File: config.mk
export PLATFORM = sky130hd
export DESIGN_NAME = mc6502_register_file_gen_flat
export DESIGN_NICKNAME = d
export VERILOG_FILES = /design/src/rtl/mc6502_register_file_gen_if.sv /design/src/rtl/mc6502_register_file_gen.sv /design/src/flat_wrapper.sv
export SDC_FILE = /design/constraint.sdc
export NUM_CORES = 1
export LEC_CHECK = 0
export ABC_AREA = 1
export ABC_CLOCK_PERIOD_IN_PS = 1540
export BUFFER_PORTS_ARGS = -buffer_cell sky130_fd_sc_hd__buf_4
export CAP_MARGIN = 0
export CORE_MARGIN = 3
export CORE_UTILIZATION = 46
export DETAILED_ROUTE_END_ITERATION = 8
export GPL_TIMING_DRIVEN = 0
export PLACE_DENSITY = 0.77
export SLEW_MARGIN = 40
export SYNTH_ARGS = -nofsm -noshare
export SYNTH_HDL_FRONTEND = slang
export SYNTH_SLANG_ARGS = --single-unit
File: constraint.sdc
create_clock -name clk -period 1.54 [get_ports clk]
set_input_delay 0.077 -clock clk [delete_from_list [all_inputs] [get_ports clk]]
set_output_delay 0.077 -clock clk [all_outputs]
set_load 0.005 [all_outputs]
File: src/rtl/mc6502_register_file_gen_if.sv
// Bus bundle for mc6502_register_file_gen: interrupt-logic (il_*), memory
// controller (mc_*), execution controller (ec_*) controls, read-port selects
// and the architectural state outputs. The master drives the control side
// and the slave (the register file) drives the state outputs.
interface mc6502_register_file_gen_if #(
    parameter int DATA_W = 8,
    parameter int PC_W   = 16
) ();
    // interrupt logic
    logic [DATA_W-1:0] il_data;
    logic              il_set_pcl;
    logic              il_set_pch;
    logic              il_set_i;
    logic              il_set_b;
    logic              il_pushed;
    // memory controller
    logic              mc_fetched;
    logic [PC_W-1:0]   mc_pc;
    logic              mc_set_pc;
    logic              mc_pushed;
    logic              mc_pull;
    logic [DATA_W-1:0] mc_psr;
    logic              mc_set_psr;
    // execution controller
    logic [DATA_W-1:0] ec_data;
    logic              ec_we;
    logic [3:0]        ec_wsel;
    logic              ec_set_s;
    logic              ec_set_pcl;
    logic              ec_set_pch;
    logic [DATA_W-1:0] ec_flags;
    logic [DATA_W-1:0] ec_flag_we;
    // read ports and housekeeping
    logic [3:0]        rd_a_sel;
    logic [3:0]        rd_b_sel;
    logic              wrap_clr;
    logic              bank_swap;
    // state outputs
    logic [PC_W-1:0]   pc;
    logic [DATA_W-1:0] sp;
    logic [DATA_W-1:0] psr;
    logic [DATA_W-1:0] rd_a_data;
    logic [DATA_W-1:0] rd_b_data;
    logic              sp_wrap_dn;
    logic              sp_wrap_up;
    logic              bank_sel;

    modport master (
        output il_data, il_set_pcl, il_set_pch, il_set_i, il_set_b, il_pushed,
        output mc_fetched, mc_pc, mc_set_pc, mc_pushed, mc_pull, mc_psr, mc_set_psr,
        output ec_data, ec_we, ec_wsel, ec_set_s, ec_set_pcl, ec_set_pch, ec_flags, ec_flag_we,
        output rd_a_sel, rd_b_sel, wrap_clr, bank_swap,
        input  pc, sp, psr, rd_a_data, rd_b_data, sp_wrap_dn, sp_wrap_up, bank_sel
    );

    modport slave (
        input  il_data, il_set_pcl, il_set_pch, il_set_i, il_set_b, il_pushed,
        input  mc_fetched, mc_pc, mc_set_pc, mc_pushed, mc_pull, mc_psr, mc_set_psr,
        input  ec_data, ec_we, ec_wsel, ec_set_s, ec_set_pcl, ec_set_pch, ec_flags, ec_flag_we,
        input  rd_a_sel, rd_b_sel, wrap_clr, bank_swap,
        output pc, sp, psr, rd_a_data, rd_b_data, sp_wrap_dn, sp_wrap_up, bank_sel
    );
endinterface

File: src/rtl/mc6502_register_file_gen.sv
// Parametrised 6502-style register file: NUM_GPR general registers, PC,
// stack pointer with sticky wrap detection, and status register.
// Optional feature macro: SHADOW_BANK_EN adds a second GPR+PSR bank selected
// by bank_sel and toggled by bank_swap. Without it bank_swap is ignored and
// bank_sel is tied low.
module mc6502_register_file_gen #(
    parameter int                DATA_W   = 8,
    parameter int                PC_W     = 16,
    parameter int                NUM_GPR  = 3,
    parameter logic [PC_W-1:0]   RESET_PC = 16'h0000,
    parameter logic [DATA_W-1:0] SP_RESET = 8'hFF
) (
    input logic                         clk,
    input logic                         rst,
    mc6502_register_file_gen_if.slave   bus
);

`ifdef SHADOW_BANK_EN
    localparam int NUM_BANKS = 2;
`else
    localparam int NUM_BANKS = 1;
`endif

    // I and bit5 set out of reset; bit5 is hard-wired high
    localparam logic [DATA_W-1:0] PSR_RESET = DATA_W'(8'h24);
    localparam int                PSR_I_BIT = 2;
    localparam int                PSR_B_BIT = 4;
    localparam int                PSR_1_BIT = 5;

    logic [PC_W-1:0]   pc_r;
    logic [PC_W-1:0]   pc_next_s;
    logic [DATA_W-1:0] sp_r;
    logic [DATA_W-1:0] sp_next_s;
    logic              wrap_dn_r;
    logic              wrap_up_r;
    logic              wrap_dn_set_s;
    logic              wrap_up_set_s;
    logic              pushed_s;
    logic              pcl_load_s;
    logic              pch_load_s;
    logic [DATA_W-1:0] gpr_r [NUM_BANKS][NUM_GPR];
    logic [DATA_W-1:0] psr_r [NUM_BANKS];
    logic [DATA_W-1:0] psr_cur_s;
    logic [DATA_W-1:0] psr_next_s;
    logic [DATA_W-1:0] rd_a_s;
    logic [DATA_W-1:0] rd_b_s;
    logic              bank_sel_s;

`ifdef SHADOW_BANK_EN
    logic bank_sel_r;

    // Active-bank toggle; writes in the swap cycle still target the old bank
    always_ff @(posedge clk or posedge rst) begin
        if (rst) begin
            bank_sel_r <= 1'b0;
        end else if (bus.bank_swap) begin
            bank_sel_r <= ~bank_sel_r;
        end else begin
            bank_sel_r <= bank_sel_r;
        end
    end

    assign bank_sel_s = bank_sel_r;
`else
    logic unused_bank_swap_s;
    assign unused_bank_swap_s = bus.bank_swap;
    assign bank_sel_s         = 1'b0;
`endif

    // Select the PSR of the active bank
    always_comb begin
        psr_cur_s = {DATA_W{1'b0}};
        for (int b = 0; b < NUM_BANKS; b++) begin
            if (1'(b) == bank_sel_s) begin
                psr_cur_s = psr_r[b];
            end else begin
                psr_cur_s = psr_cur_s;
            end
        end
    end

    // Next PC: any half load from il/ec freezes fetch and absolute set
    always_comb begin
        pcl_load_s = bus.il_set_pcl | bus.ec_set_pcl;
        pch_load_s = bus.il_set_pch | bus.ec_set_pch;
        pc_next_s  = pc_r;
        if (pcl_load_s || pch_load_s) begin
            if (bus.il_set_pcl) begin
                pc_next_s[DATA_W-1:0] = bus.il_data;
            end else if (bus.ec_set_pcl) begin
                pc_next_s[DATA_W-1:0] = bus.ec_data;
            end else begin
                pc_next_s[DATA_W-1:0] = pc_r[DATA_W-1:0];
            end
            if (bus.il_set_pch) begin
                pc_next_s[PC_W-1:DATA_W] = bus.il_data;
            end else if (bus.ec_set_pch) begin
                pc_next_s[PC_W-1:DATA_W] = bus.ec_data;
            end else begin
                pc_next_s[PC_W-1:DATA_W] = pc_r[PC_W-1:DATA_W];
            end
        end else if (bus.mc_fetched) begin
            pc_next_s = pc_r + PC_W'(1);
        end else if (bus.mc_set_pc) begin
            pc_next_s = bus.mc_pc;
        end else begin
            pc_next_s = pc_r;
        end
    end

    // Next SP and wrap detection; a simultaneous push and pull cancel out
    always_comb begin
        pushed_s      = bus.mc_pushed | bus.il_pushed;
        sp_next_s     = sp_r;
        wrap_dn_set_s = 1'b0;
        wrap_up_set_s = 1'b0;
        if (bus.ec_set_s) begin
            sp_next_s = bus.ec_data;
        end else if (pushed_s && bus.mc_pull) begin
            sp_next_s = sp_r;
        end else if (pushed_s) begin
            sp_next_s     = sp_r - DATA_W'(1);
            wrap_dn_set_s = (sp_r == {DATA_W{1'b0}});
        end else if (bus.mc_pull) begin
            sp_next_s     = sp_r + DATA_W'(1);
            wrap_up_set_s = (sp_r == {DATA_W{1'b1}});
        end else begin
            sp_next_s = sp_r;
        end
    end

    // Next PSR per bit: ec flag write > interrupt force > PSR image load
    always_comb begin
        psr_next_s = psr_cur_s;
        for (int b = 0; b < DATA_W; b++) begin
            if (bus.ec_flag_we[b]) begin
                psr_next_s[b] = bus.ec_flags[b];
            end else if ((b == PSR_I_BIT && bus.il_set_i) || (b == PSR_B_BIT && bus.il_set_b)) begin
                psr_next_s[b] = 1'b1;
            end else if (bus.mc_set_psr) begin
                psr_next_s[b] = bus.mc_psr[b];
            end else begin
                psr_next_s[b] = psr_cur_s[b];
            end
        end
        psr_next_s[PSR_1_BIT] = 1'b1;
    end

    // PC, SP and sticky wrap flags; a new wrap beats wrap_clr
    always_ff @(posedge clk or posedge rst) begin
        if (rst) begin
            pc_r      <= RESET_PC;
            sp_r      <= SP_RESET;
            wrap_dn_r <= 1'b0;
            wrap_up_r <= 1'b0;
        end else begin
            pc_r      <= pc_next_s;
            sp_r      <= sp_next_s;
            wrap_dn_r <= wrap_dn_set_s | (wrap_dn_r & ~bus.wrap_clr);
            wrap_up_r <= wrap_up_set_s | (wrap_up_r & ~bus.wrap_clr);
        end
    end

    // PSR of the active bank; the inactive bank holds
    always_ff @(posedge clk or posedge rst) begin
        if (rst) begin
            for (int b = 0; b < NUM_BANKS; b++) begin
                psr_r[b] <= PSR_RESET;
            end
        end else begin
            for (int b = 0; b < NUM_BANKS; b++) begin
                if (1'(b) == bank_sel_s) begin
                    psr_r[b] <= psr_next_s;
                end else begin
                    psr_r[b] <= psr_r[b];
                end
            end
        end
    end

    // GPR write; indices at or above NUM_GPR match no register and are dropped
    always_ff @(posedge clk or posedge rst) begin
        if (rst) begin
            for (int b = 0; b < NUM_BANKS; b++) begin
                for (int i = 0; i < NUM_GPR; i++) begin
                    gpr_r[b][i] <= {DATA_W{1'b0}};
                end
            end
        end else begin
            for (int b = 0; b < NUM_BANKS; b++) begin
                for (int i = 0; i < NUM_GPR; i++) begin
                    if (bus.ec_we && (1'(b) == bank_sel_s) && (bus.ec_wsel == 4'(i))) begin
                        gpr_r[b][i] <= bus.ec_data;
                    end else begin
                        gpr_r[b][i] <= gpr_r[b][i];
                    end
                end
            end
        end
    end

    // Two zero-latency read ports from the active bank; no write bypass
    always_comb begin
        rd_a_s = {DATA_W{1'b0}};
        rd_b_s = {DATA_W{1'b0}};
        for (int b = 0; b < NUM_BANKS; b++) begin
            for (int i = 0; i < NUM_GPR; i++) begin
                if ((1'(b) == bank_sel_s) && (bus.rd_a_sel == 4'(i))) begin
                    rd_a_s = gpr_r[b][i];
                end else begin
                    rd_a_s = rd_a_s;
                end
                if ((1'(b) == bank_sel_s) && (bus.rd_b_sel == 4'(i))) begin
                    rd_b_s = gpr_r[b][i];
                end else begin
                    rd_b_s = rd_b_s;
                end
            end
        end
    end

    assign bus.pc         = pc_r;
    assign bus.sp         = sp_r;
    assign bus.psr        = psr_cur_s;
    assign bus.rd_a_data  = rd_a_s;
    assign bus.rd_b_data  = rd_b_s;
    assign bus.sp_wrap_dn = wrap_dn_r;
    assign bus.sp_wrap_up = wrap_up_r;
    assign bus.bank_sel   = bank_sel_s;

endmodule
File: src/flat_wrapper.sv
// flat-port wrapper written by rule: the top's interface ports become plain ports
module mc6502_register_file_gen_flat 
#(
    parameter int                DATA_W   = 8,
    parameter int                PC_W     = 16,
    parameter int                NUM_GPR  = 3,
    parameter logic [PC_W-1:0]   RESET_PC = 16'h0000,
    parameter logic [DATA_W-1:0] SP_RESET = 8'hFF
)
  (clk, rst, bus_il_data, bus_il_set_pcl, bus_il_set_pch, bus_il_set_i, bus_il_set_b, bus_il_pushed, bus_mc_fetched, bus_mc_pc, bus_mc_set_pc, bus_mc_pushed, bus_mc_pull, bus_mc_psr, bus_mc_set_psr, bus_ec_data, bus_ec_we, bus_ec_wsel, bus_ec_set_s, bus_ec_set_pcl, bus_ec_set_pch, bus_ec_flags, bus_ec_flag_we, bus_rd_a_sel, bus_rd_b_sel, bus_wrap_clr, bus_bank_swap, bus_pc, bus_sp, bus_psr, bus_rd_a_data, bus_rd_b_data, bus_sp_wrap_dn, bus_sp_wrap_up, bus_bank_sel);
  mc6502_register_file_gen_if #(.DATA_W(DATA_W), .PC_W(PC_W)) bus_i ();
  input logic clk;
  input logic rst;
  input wire logic [$bits(bus_i.il_data)-1:0] bus_il_data;
  input wire logic [$bits(bus_i.il_set_pcl)-1:0] bus_il_set_pcl;
  input wire logic [$bits(bus_i.il_set_pch)-1:0] bus_il_set_pch;
  input wire logic [$bits(bus_i.il_set_i)-1:0] bus_il_set_i;
  input wire logic [$bits(bus_i.il_set_b)-1:0] bus_il_set_b;
  input wire logic [$bits(bus_i.il_pushed)-1:0] bus_il_pushed;
  input wire logic [$bits(bus_i.mc_fetched)-1:0] bus_mc_fetched;
  input wire logic [$bits(bus_i.mc_pc)-1:0] bus_mc_pc;
  input wire logic [$bits(bus_i.mc_set_pc)-1:0] bus_mc_set_pc;
  input wire logic [$bits(bus_i.mc_pushed)-1:0] bus_mc_pushed;
  input wire logic [$bits(bus_i.mc_pull)-1:0] bus_mc_pull;
  input wire logic [$bits(bus_i.mc_psr)-1:0] bus_mc_psr;
  input wire logic [$bits(bus_i.mc_set_psr)-1:0] bus_mc_set_psr;
  input wire logic [$bits(bus_i.ec_data)-1:0] bus_ec_data;
  input wire logic [$bits(bus_i.ec_we)-1:0] bus_ec_we;
  input wire logic [$bits(bus_i.ec_wsel)-1:0] bus_ec_wsel;
  input wire logic [$bits(bus_i.ec_set_s)-1:0] bus_ec_set_s;
  input wire logic [$bits(bus_i.ec_set_pcl)-1:0] bus_ec_set_pcl;
  input wire logic [$bits(bus_i.ec_set_pch)-1:0] bus_ec_set_pch;
  input wire logic [$bits(bus_i.ec_flags)-1:0] bus_ec_flags;
  input wire logic [$bits(bus_i.ec_flag_we)-1:0] bus_ec_flag_we;
  input wire logic [$bits(bus_i.rd_a_sel)-1:0] bus_rd_a_sel;
  input wire logic [$bits(bus_i.rd_b_sel)-1:0] bus_rd_b_sel;
  input wire logic [$bits(bus_i.wrap_clr)-1:0] bus_wrap_clr;
  input wire logic [$bits(bus_i.bank_swap)-1:0] bus_bank_swap;
  output wire logic [$bits(bus_i.pc)-1:0] bus_pc;
  output wire logic [$bits(bus_i.sp)-1:0] bus_sp;
  output wire logic [$bits(bus_i.psr)-1:0] bus_psr;
  output wire logic [$bits(bus_i.rd_a_data)-1:0] bus_rd_a_data;
  output wire logic [$bits(bus_i.rd_b_data)-1:0] bus_rd_b_data;
  output wire logic [$bits(bus_i.sp_wrap_dn)-1:0] bus_sp_wrap_dn;
  output wire logic [$bits(bus_i.sp_wrap_up)-1:0] bus_sp_wrap_up;
  output wire logic [$bits(bus_i.bank_sel)-1:0] bus_bank_sel;
  assign bus_i.il_data = bus_il_data;
  assign bus_i.il_set_pcl = bus_il_set_pcl;
  assign bus_i.il_set_pch = bus_il_set_pch;
  assign bus_i.il_set_i = bus_il_set_i;
  assign bus_i.il_set_b = bus_il_set_b;
  assign bus_i.il_pushed = bus_il_pushed;
  assign bus_i.mc_fetched = bus_mc_fetched;
  assign bus_i.mc_pc = bus_mc_pc;
  assign bus_i.mc_set_pc = bus_mc_set_pc;
  assign bus_i.mc_pushed = bus_mc_pushed;
  assign bus_i.mc_pull = bus_mc_pull;
  assign bus_i.mc_psr = bus_mc_psr;
  assign bus_i.mc_set_psr = bus_mc_set_psr;
  assign bus_i.ec_data = bus_ec_data;
  assign bus_i.ec_we = bus_ec_we;
  assign bus_i.ec_wsel = bus_ec_wsel;
  assign bus_i.ec_set_s = bus_ec_set_s;
  assign bus_i.ec_set_pcl = bus_ec_set_pcl;
  assign bus_i.ec_set_pch = bus_ec_set_pch;
  assign bus_i.ec_flags = bus_ec_flags;
  assign bus_i.ec_flag_we = bus_ec_flag_we;
  assign bus_i.rd_a_sel = bus_rd_a_sel;
  assign bus_i.rd_b_sel = bus_rd_b_sel;
  assign bus_i.wrap_clr = bus_wrap_clr;
  assign bus_i.bank_swap = bus_bank_swap;
  assign bus_pc = bus_i.pc;
  assign bus_sp = bus_i.sp;
  assign bus_psr = bus_i.psr;
  assign bus_rd_a_data = bus_i.rd_a_data;
  assign bus_rd_b_data = bus_i.rd_b_data;
  assign bus_sp_wrap_dn = bus_i.sp_wrap_dn;
  assign bus_sp_wrap_up = bus_i.sp_wrap_up;
  assign bus_bank_sel = bus_i.bank_sel;
  mc6502_register_file_gen #(.DATA_W(DATA_W), .PC_W(PC_W), .NUM_GPR(NUM_GPR), .RESET_PC(RESET_PC), .SP_RESET(SP_RESET)) u_core (.clk(clk), .rst(rst), .bus(bus_i));
endmodule
==> flow_summary_export.csv, run 1 <==
group,metric,value,unit
sta,setup_ws,-66.2,ps
detailed_routing,num_vias,4502,
detailed_routing,detail_route.wirelength,12.8,mm
sta,clock_skew,6.95,ps
detailed_routing,drt_iter0_drc,287,
outcome,status,"finished with violations",
setup_path,path_max_fanout,3,
power_and_ir_drop,powerDensity,897,mW/mm^2
final_layout,nFillCells,718,
detailed_routing,drcViolationCount,0,
min_path,hp-class,"input port to flop",
min_path,whs_path_depth,4,
detailed_routing,vias_per_cell,5.39,
sta,maxSlewHeadroom,64.3,%
global_routing,grt_pass1_vias,4201,
global_routing,grt_max_degree,37,
detailed_routing,drtAntennaViolNets,0,
clock_tree,clock-sinks,57,
sta,rsz0062_at_grt,"true",
placement,portBuffers,127,
sta,worst_pin_slew,531,ps
synth,avgSynthCellArea,7.08,sq um
sta,min_period_over_period,104,%
sta,finalMaxSlewViolations,0,
final_layout,nets,817,
setup_path,rr_worst_depth,10,
final_layout,n_antenna_cell,0,
placement,routabilityCongestion,0.901,
clock_tree,cts.path.max_buffers,2,
setup_path,cp-start-kind,"flop",
setup_path,endpoint_kind,"flop",
power_and_ir_drop,total_power,5070,uW
clock_tree,cts_htree_levels,3,
synth,synth_area,0.00392,sq mm
synth,synthArstFlopShare,100,%
sta,hold_viol,0,
synth,syn_nets,646,
outcome,violations,"negative setup slack",
sta,fmax,623,MHz
die,fp.dieH,98.4,microns
synth,synth-main-ff-cell,"dfrtp_1",
placement,place_ws,-71.3,ps
synth,ys_types,43,
setup_path,criticalPathCategory,"flop to flop",
synth,yosysWarnings,0,
final_layout,mostFrequentLayoutCells,"buf_4, nand2_1, inv_1",
sta,fin_crit,1610,ps
synth,ys_seq_area_share,36.6,%
final_layout,layout_commonest_cell,"buf_4",
clock_tree,cts_root_buf,"clkbuf_8",
clock_tree,path_clk_slew,70,ps
final_layout,final_area,0.00565,sq mm
die,initial_core_util,47.5,%
global_routing,overflow,0,
sta,finalSetupViolations,4,
die,die_area,0.00967,sq mm
final_layout,layout-drive-gt1-share,31.1,%
die,coreArea,0.00826,sq mm
detailed_routing,wire_per_inst,15.4,microns
clock_tree,cts_buffers,9,
clock_tree,tritoncts,"yes",
synth,synth-seq-cells,57,
die,die_w,98.4,microns
global_routing,antenna_found_initial,0,
synth,synth-edff-count,0,
setup_path,required,1810,ps
synth,syn_inst,554,
placement,dp_hpwl,9.13,mm
detailed_routing,drt_pass1_iterations,5,
run,max-cap-violations,0,
setup_path,worstPathArrival,1880,ps
power_and_ir_drop,leakage,0.00281,uW
global_routing,grtUsageTotal,25.0,%
die,num_rows,33,
die,io_pins,137,
clock_tree,clk_latency,340,ps
final_layout,area_delta_synth_final,44.1,%
final_layout,finalNonFillerCells,835,
power_and_ir_drop,vdd_drop_max,0.000494,V
placement,placed_area,0.00503,sq mm
global_routing,grt_pass1_wl,19.7,mm
placement,numPlacedInstances,787,
[state kept, by name (all words and copies together) (netlist names)]
| register | cells |
|---|---|
| u_core.bus.sp | 8 |
| u_core.bus.sp_wrap_dn | 1 |
| u_core.bus.pc | 16 |
| u_core.gpr_r | 24 |
| u_core.bus.sp_wrap_up | 1 |
| u_core.bus.psr | 7 |
[layer usage]
metal | vias to the layer above | track usage [%] | routed length (microns)
met4 | 0 | 9.24 | 248
li1 | 2172 | - | -
met1 | 2132 | 33.6 | 5450
met2 | 177 | 40.2 | 6230
met5 | - | 0 | 0
met3 | 21 | 4.57 | 913
[through the flow]
stage | setup TNS (ps) | utilization [%] | hold WS, ps
2_1_floorplan | 0 | - | 174
3_3_place_gp | -35900 | 60.7 | 268
3_5_place_dp | -158 | 60.9 | 71.1
4_1_cts | 0 | 66.1 | 33.1
5_1_grt | -564 | 68.5 | 44.6
6_report | -125 | 68.5 | 34.0
[worst paths after layout]
path | from | endpoint | slack, ps
setup reg to reg | u_core.bus.sp[1]$_DFFE_PP1P_ | u_core.bus.sp[5]$_DFFE_PP1P_ | -70
hold reg to reg | u_core.gpr_r[21]$_DFFE_PP0P_ | u_core.gpr_r[21]$_DFFE_PP0P_ | 480
hold / removal | bus_ec_flag_we[4] | u_core.bus.psr[4]$_DFFE_PP0P_ | 30
max in group asynchronous | rst | u_core.bus.sp[6]$_DFFE_PP1P_ | 720
setup / recovery | u_core.bus.sp[1]$_DFFE_PP1P_ | u_core.bus.sp[5]$_DFFE_PP1P_ | -70
min in group asynchronous | rst | u_core.bus.sp_wrap_up$_DFF_PP0_ | 270
[synth_stat cells, types with 2 or more instances]
| library cell | n | area share (%) |
|---|---|---|
| inv_2 | 3 | 0.29 |
| dfrtp_1 | 48 | 31 |
| clkbuf_1 | 5 | 0.48 |
| o21ai_0 | 57 | 7.3 |
| o31ai_1 | 5 | 0.96 |
| buf_6 | 5 | 1.4 |
| nor2_1 | 62 | 5.9 |
| nand2_1 | 134 | 13 |
| a21oi_1 | 28 | 3.6 |
| xor2_1 | 8 | 1.8 |
| nand3_1 | 27 | 3.4 |
| inv_1 | 76 | 7.3 |
| nand2_2 | 4 | 0.64 |
| conb_1 | 2 | 0.19 |
| o221ai_1 | 17 | 3.8 |
| o21ai_1 | 3 | 0.38 |
| buf_2 | 5 | 0.64 |
| ha_1 | 6 | 1.9 |
| nor4_1 | 2 | 0.32 |
| buf_4 | 3 | 0.57 |
| nand3b_1 | 2 | 0.38 |
| nor4_2 | 2 | 0.64 |
| o21bai_1 | 2 | 0.38 |
| nor2_4 | 6 | 1.7 |
| dfstp_2 | 9 | 6.0 |
| nand4_1 | 9 | 1.4 |
| a22oi_1 | 8 | 1.5 |
[power breakdown]
group / internal, uW / switching [uW] / leakage [uW]
Sequential: 1770 / 246 / 0.000682
Clock: 779 / 655 / 0.000102
Combinational: 780 / 845 / 0.00203
[area by class of cell]
| cell class | count | area [sq um] | share of cell area (%) |
|---|---|---|---|
| clock buffers | 10 | 138 | 2.43 |
| well taps | 105 | 131 | 2.32 |
| clock inverters | 6 | 57.6 | 1.02 |
| multi-input cells | 400 | 2200 | 38.9 |
| flip-flops and latches | 57 | 1440 | 25.5 |
| plain buffers | 18 | 123 | 2.17 |
| inverters | 79 | 299 | 5.29 |
| repair buffers | 160 | 1260 | 22.4 |
[timing repair]
item	4_1_cts	5_1_grt
pin swaps	3	8
cloned	0	0
endpoints found under the hold margin	36	0
endpoints found under the setup margin	3	12
hold buffers	20	0
buffers inserted	3	9
gates resized for setup	6	28
[cell families (layout without fill, tap and decap cells)]
kind of cell    count (synthesis)  after routing  share of synthesized area, %
buf+inv                        97            273                          10.7
compound gates                129            129                          19.7
flops                          57             57                          36.6
simple gates                  254            254                          28.8
fa+ha+maj                       6              6                          1.91
other cells                     2              2                         0.191
xor+xnor                        9              9                          2.01
[worst max-delay path: stages (launching register included)]
cell	delay [ps]
dfstp_2	590
inv_2	60
nand2_2	80
buf_4	100
nand3_1	90
o21bai_2	230
nand2_1	130
nand2_1	90
nand2_1	50
nand3_1	60
nand2_1	60
(Power assumes the default switching activity.)
==> inputs of run 2 (changes only) <==
--- a/config.mk
+++ b/config.mk
@@ -7,13 +7,14 @@
 export LEC_CHECK = 0
 export ABC_AREA = 1
 export ABC_CLOCK_PERIOD_IN_PS = 1540
-export BUFFER_PORTS_ARGS = -buffer_cell sky130_fd_sc_hd__buf_4
 export CAP_MARGIN = 0
 export CORE_MARGIN = 3
-export CORE_UTILIZATION = 46
+export CORE_UTILIZATION = 50
+export CTS_BUF_LIST = sky130_fd_sc_hd__clkbuf_4
 export DETAILED_ROUTE_END_ITERATION = 8
+export DONT_BUFFER_PORTS = 1
 export GPL_TIMING_DRIVEN = 0
-export PLACE_DENSITY = 0.77
+export PLACE_DENSITY = 0.68
 export SLEW_MARGIN = 40
 export SYNTH_ARGS = -nofsm -noshare
 export SYNTH_HDL_FRONTEND = slang
==> run 2 against run 1 <==
- the flow still finishes with violations (negative setup slack)
- core utilization decreased by 2.9 points
- combinational power shrank 24%
- clock-buffer cell count is the same
- routed wire length down 5.8%
- via count is 9.1% lower
- total power is 14% lower
- sequential power about the same
- sequential share of layout area increased by 4.0 points
- non-clock buffer count fell by 106
- register-to-register slack improved by 50 ps
==> flow_summary_export.csv, run 2 (same netlist as run 1, synthesis figures left out) <==
group,metric,value,unit
detailed_routing,drt_pass1_iterations,5,
setup_path,worstPathArrival,1880,ps
min_path,hp-class,"input port to flop",
sta,min_period_over_period,101,%
clock_tree,clk_latency,400,ps
power_and_ir_drop,p_sw,1580,uW
power_and_ir_drop,clkPwrFrac,25.1,%
final_layout,n_antenna_cell,0,
die,die_area,0.00895,sq mm
setup_path,worstReg2RegStart,"u_core.bus.sp[1]$_DFFE_PP1P_",
power_and_ir_drop,p_int,2790,uW
die,initial_core_util,52.7,%
final_layout,largest_reg_flops,24,
power_and_ir_drop,sw_frac_of_total,36.2,%
final_layout,post-route-util,65.5,%
detailed_routing,detail_route.wirelength,12.1,mm
sta,finalMaxSlewViolations,0,
detailed_routing,vias_per_cell,5.66,
detailed_routing,drtAntennaViolNets,0,
placement,dp_hpwl,8.32,mm
sta,maxSlewHeadroom,64.7,%
min_path,whs_path_depth,5,
global_routing,grtUsageTotal,26.2,%
clock_tree,cts_buffers,9,
setup_path,rr_worst_depth,12,
power_and_ir_drop,power_frac_seq,46.7,%
global_routing,grt_pass1_vias,3763,
detailed_routing,wire_per_inst,16.7,microns
detailed_routing,drcViolationCount,0,
power_and_ir_drop,total_power,4370,uW
final_layout,area_delta_synth_final,24.4,%
setup_path,required,1870,ps
sta,hold_viol,0,
die,fp.dieH,94.6,microns
setup_path,criticalPathCategory,"flop to flop",
global_routing,grt_pass1_wl,18.1,mm
clock_tree,tritoncts,"yes",
die,io_pins,137,
clock_tree,clock-sinks,57,
outcome,status,"finished with violations",
power_and_ir_drop,leakage,0.00226,uW
power_and_ir_drop,powerDensity,895,mW/mm^2
min_path,hp-start,"bus_ec_set_pch",
setup_path,cp-start-kind,"flop",
detailed_routing,drt_iter0_drc,211,
final_layout,layout_commonest_cell,"nand2_1",
die,die_w,94.6,microns
sta,fin_crit,1560,ps
final_layout,nets,711,
power_and_ir_drop,combPwrFrac,28.2,%
global_routing,antenna_found_initial,0,
sta,setup_ws,-18.5,ps
global_routing,grt_max_degree,38,
clock_tree,cts_htree_levels,3,
sta,fmax,642,MHz
final_layout,largest-register,"u_core.gpr_r",
sta,rsz0062_at_grt,"true",
placement,portBuffers,0,
clock_tree,cts_root_buf,"clkbuf_4",
run,max-cap-violations,0,
power_and_ir_drop,vdd_drop_max,0.000502,V
sta,clock_skew,13.3,ps
sta,finalSetupViolations,1,
detailed_routing,num_vias,4093,
final_layout,mostFrequentLayoutCells,"nand2_1, inv_1, nor2_1",
final_layout,nFillCells,657,
sta,worst_pin_slew,526,ps
setup_path,endpoint_kind,"flop",
min_path,whs_endpoint,"u_core.bus.pc[0]$_DFFE_PP0P_",
outcome,violations,"negative setup slack",
final_layout,layout-drive-gt1-share,14.6,%
setup_path,rrSetupSlack,-20,ps
setup_path,path_max_fanout,5,
die,coreArea,0.00745,sq mm
setup_path,r2r_end,"u_core.bus.sp[6]$_DFFE_PP1P_",
global_routing,overflow,0,
clock_tree,cts.path.max_buffers,2,
placement,routabilityCongestion,0.864,
die,num_rows,31,
clock_tree,path_clk_slew,110,ps
run 2: repair_timing:
item                                    in CTS  in global routing
buffers inserted                             4                  0
resized for setup                           12                 25
hold endpoints to repair                   105                  1
hold buffers                                47                  3
endpoints found under the setup margin       6                 14
pin swaps                                    8                 17
run 2: final cells by class:
class                           instances  area, sq um  share of cell area, %
Buffer                                 18          123                   2.51
Clock buffer                           10         75.1                   1.54
Clock inverter                          6         58.8                   1.20
Inverter                               79          299                   6.13
Multi-Input combinational cell        400         2210                   45.3
Sequential cell                        57         1440                   29.6
Tap cell                               99          124                   2.54
Timing Repair Buffer                   54          548                   11.2
run 2: how the worst max path moves through the flow:
stage / startpoint / end / slack, ps / cells after the start
floorplan: rst / u_core.bus.pc[0]$_DFFE_PP0P_ / 80 / 1
global placement: rst / u_core.bus.sp_wrap_dn$_DFF_PP0_ / -640 / 1
detailed placement: u_core.bus.sp[1]$_DFFE_PP1P_ / u_core.bus.sp[4]$_DFFE_PP1P_ / -60 / 11
CTS: u_core.bus.pc[0]$_DFFE_PP0P_ / u_core.bus.pc[6]$_DFFE_PP0P_ / -20 / 8
global route: u_core.bus.sp[1]$_DFFE_PP1P_ / u_core.bus.sp[6]$_DFFE_PP1P_ / -120 / 12
finish: u_core.bus.sp[1]$_DFFE_PP1P_ / u_core.bus.sp[6]$_DFFE_PP1P_ / -20 / 12
run 2: per-stage QoR:
step / hold WS [ps] / TNS (ps) / worst slack (ps) / area (sq um) / instances
finish: 7.04 / -18.5 / -18.5 / 4880 / 723
global route: 26.1 / -485 / -119 / 4880 / 723
detailed placement: -74.1 / -107 / -61.1 / 4070 / 654
CTS: 0.114 / -36.1 / -16.0 / 4750 / 721
floorplan: 174 / 0 / 78.3 / 3920 / 554
global placement: 179 / -31640 / -640 / 4050 / 653
run 2: power by group through the flow:
stage	Combinational (uW)	Sequential, uW	Clock [uW]
after floorplan	794	1970	0
after global placement	939	2040	0
after detailed placement	981	2050	0
after CTS	1140	2030	1120
after global routing	1380	2080	1200
final	1230	2040	1100
run 2: worst max-delay path: stages, from the launching register on:
cell,delay (ps)
dfstp_2,610
inv_2,50
nand2_2,70
nand2_1,50
inv_1,50
ha_2,160
inv_2,40
nand2_4,70
nand4_1,110
nand2_1,90
nand2_1,60
nand3_2,60
nand2_1,50
run 2: routing by layer:
metal  wire length (microns)  track usage [%]  part of all wire, %
met5                       0                0                    0
met4                     233             9.62                  1.9
met3                    1100             6.45                  9.1
met2                    5740             42.3                   47
met1                    5030             34.1                   42
==> inputs of run 3 (changes only) <==
--- a/config.mk
+++ b/config.mk
@@ -9,12 +9,12 @@
 export ABC_CLOCK_PERIOD_IN_PS = 1540
 export CAP_MARGIN = 0
 export CORE_MARGIN = 3
-export CORE_UTILIZATION = 50
+export CORE_UTILIZATION = 57
 export CTS_BUF_LIST = sky130_fd_sc_hd__clkbuf_4
 export DETAILED_ROUTE_END_ITERATION = 8
 export DONT_BUFFER_PORTS = 1
 export GPL_TIMING_DRIVEN = 0
-export PLACE_DENSITY = 0.68
+export PLACE_DENSITY = 0.75
 export SLEW_MARGIN = 40
 export SYNTH_ARGS = -nofsm -noshare
 export SYNTH_HDL_FRONTEND = slang
==> run 3 against run 2 <==
- the flow still finishes with violations (negative setup slack)
- worst setup slack got worse by 74 ps
- combinational power rose by 3%
- sequential share of layout area rose by 0.13 points
- critical path depth did not move
- hold slack got worse by 3.1 ps
- maximum frequency fell by 4.6%
- core utilization rose by 9.3 points
- routed wire length rose by 1.0%
- non-clock buffer count did not move
- critical path type unchanged
- highest routed layer unchanged
==> flow_summary_export.csv, run 3 (same netlist as run 1, synthesis figures left out) <==
group,metric,value,unit
outcome,status,"finished with violations",
outcome,violations,"negative setup slack",
global_routing,grt_max_degree,44,
power_and_ir_drop,clkPwrFrac,30.3,%
detailed_routing,drt_iter0_drc,250,
power_and_ir_drop,sw_frac_of_total,34.2,%
power_and_ir_drop,total_power,4760,uW
min_path,hp-class,"input port to flop",
final_layout,nets,711,
detailed_routing,route.met2.wl,5.67,mm
die,die_area,0.00792,sq mm
sta,worst_pin_slew,806,ps
clock_tree,clk_latency,410,ps
sta,rsz0062_at_grt,"true",
setup_path,endpoint_kind,"flop",
die,die_w,89.0,microns
detailed_routing,drt-met1-wl,5.00,mm
die,coreArea,0.00649,sq mm
clock_tree,cts_htree_levels,3,
setup_path,crit_path_frequent_cell,"nand2_1",
final_layout,area_delta_synth_final,23.9,%
final_layout,nFillCells,487,
sta,hold_viol,0,
run,max-cap-violations,0,
sta,fmax,612,MHz
final_layout,n_antenna_cell,0,
power_and_ir_drop,p_int,3130,uW
clock_tree,cts_buffers,9,
final_layout,post-route-util,74.9,%
detailed_routing,vias_per_cell,5.95,
clock_tree,cts_root_buf,"clkbuf_4",
detailed_routing,top_layer,"met4",
setup_path,worstPathArrival,1980,ps
global_routing,antenna_found_initial,0,
power_and_ir_drop,leakage,0.00227,uW
power_and_ir_drop,vdd_drop_max,0.000592,V
setup_path,max_stage_delay,630,ps
die,initial_core_util,60.4,%
die,fp.dieH,89.0,microns
global_routing,grtUsageTotal,30.3,%
detailed_routing,wire_per_inst,17.4,microns
sta,setup_ws,-92.9,ps
setup_path,cp_slowest_cell,"dfstp_2",
die,num_rows,29,
die,io_pins,137,
detailed_routing,drtAntennaViolNets,0,
clock_tree,tritoncts,"yes",
sta,finalMaxSlewViolations,0,
sta,finalSetupViolations,9,
detailed_routing,drcViolationCount,0,
final_layout,layout_commonest_cell,"nand2_1",
global_routing,grt_pass1_vias,3813,
power_and_ir_drop,combPwrFrac,26.6,%
setup_path,path_max_fanout,5,
sta,clock_skew,18.6,ps
sta,maxSlewHeadroom,45.8,%
setup_path,cp-start-kind,"flop",
setup_path,required,1880,ps
sta,min_period_over_period,106,%
global_routing,overflow,0,
placement,routabilityCongestion,0.856,
placement,portBuffers,0,
detailed_routing,num_vias,4170,
power_and_ir_drop,power_frac_seq,43.1,%
detailed_routing,drt_pass1_iterations,6,
placement,dp_hpwl,8.15,mm
setup_path,criticalPathCategory,"flop to flop",
setup_path,worst-path-buf-inv,3,
final_layout,mostFrequentLayoutCells,"nand2_1, inv_1, nor2_1",
sta,fin_crit,1630,ps
global_routing,grt_pass1_wl,18.4,mm
power_and_ir_drop,powerDensity,979,mW/mm^2
clock_tree,path_clk_slew,110,ps
detailed_routing,wl_met3,1.12,mm
setup_path,cp_cell_sequence,"inv_2 > nand2_2 > nand2_1 > inv_1 > ha_2 > inv_2 > nand2_4 > nand4_1 > nand2_1 > nand2_1 > nand3_2 > nand2_1",
final_layout,layout-drive-gt1-share,15.5,%
power_and_ir_drop,p_sw,1630,uW
final_layout,largest-register,"u_core.gpr_r",
clock_tree,clock-sinks,57,
detailed_routing,detail_route.wirelength,12.2,mm
setup_path,crit_family,"flip-flops",
clock_tree,cts.path.max_buffers,2,
final_layout,largest_reg_flops,24,
run 3: changes by cell type in the layout (fill, tap and decap cells not counted), sizes merged:
cell,previous run,this run
clkinvlp,2,1
dlygate4sd3,49,44
bufinv,1,3
buf,18,23
clkinv,3,2
run 3: power by group through the flow:
stage                     sequential [uW]  combinational, uW  clock [uW]
after detailed placement             2050                979           0
final                                2050               1270        1440
after global routing                 2090               1410        1520
after global placement               2040                935           0
after CTS                            2020               1170        1440
after floorplan                      1970                794           0
run 3: final cells by class:
| type | count | area, sq um | area share, % |
|---|---|---|---|
| multi-input combinational | 400 | 2190 | 45.1 |
| sequential | 57 | 1440 | 29.7 |
| timing repair buffer | 54 | 528 | 10.9 |
| inverter | 79 | 299 | 6.15 |
| buffer | 18 | 123 | 2.52 |
| clock inverter | 6 | 106 | 2.19 |
| tap | 77 | 96.3 | 1.98 |
| clock buffer | 10 | 75.1 | 1.54 |
run 3: metrics by stage:
| step | setup TNS (ps) | setup WS (ps) | hold slack (ps) | instance area [sq um] | cells |
|---|---|---|---|---|---|
| after floorplan | 0 | 78.3 | 174 | 3920 | 554 |
| after global placement | -29080 | -593 | 177 | 4020 | 631 |
| after detailed placement | -192 | -67.4 | -108 | 4040 | 632 |
| after CTS | -29.4 | -16.5 | 10.9 | 4780 | 700 |
| after global routing | -1420 | -186 | 39.5 | 4860 | 701 |
| final | -249 | -92.9 | 3.98 | 4860 | 701 |
run 3: worst min-delay path: cells and delay by family:
kind            cells  cell delay, ps
simple gates        2             120
compound gates      2             170
run 3: repair_timing:
action                                  in CTS  in global routing
hold buffers                                44                  0
endpoints found under the hold margin      106                  0
resized for setup                           16                 16
setup buffers                                8                  1
endpoints found under the setup margin       5                 18
pin swaps                                    8                  6
run 3: worst paths after layout:
path	from	to	slack, ps	cells past startpoint
setup / recovery	u_core.bus.sp[1]$_DFFE_PP1P_	u_core.bus.sp[6]$_DFFE_PP1P_	-90	12
hold / removal	bus_mc_pc[1]	u_core.bus.pc[1]$_DFFE_PP0P_	4	4
setup reg to reg	u_core.bus.sp[1]$_DFFE_PP1P_	u_core.bus.sp[6]$_DFFE_PP1P_	-90	12
hold reg to reg	u_core.gpr_r[23]$_DFFE_PP0P_	u_core.gpr_r[23]$_DFFE_PP0P_	490	2
max in group asynchronous	rst	u_core.bus.sp[4]$_DFFE_PP1P_	930	3
min in group asynchronous	rst	u_core.bus.pc[6]$_DFFE_PP0P_	60	2
run 3: routing by layer:
| layer | global-route usage (%) | up-vias |
|---|---|---|
| li1 | - | 1961 |
| met1 | 39.3 | 1945 |
| met2 | 48.8 | 224 |
| met3 | 6.91 | 40 |
| met4 | 13.0 | 0 |
| met5 | 0 | - |
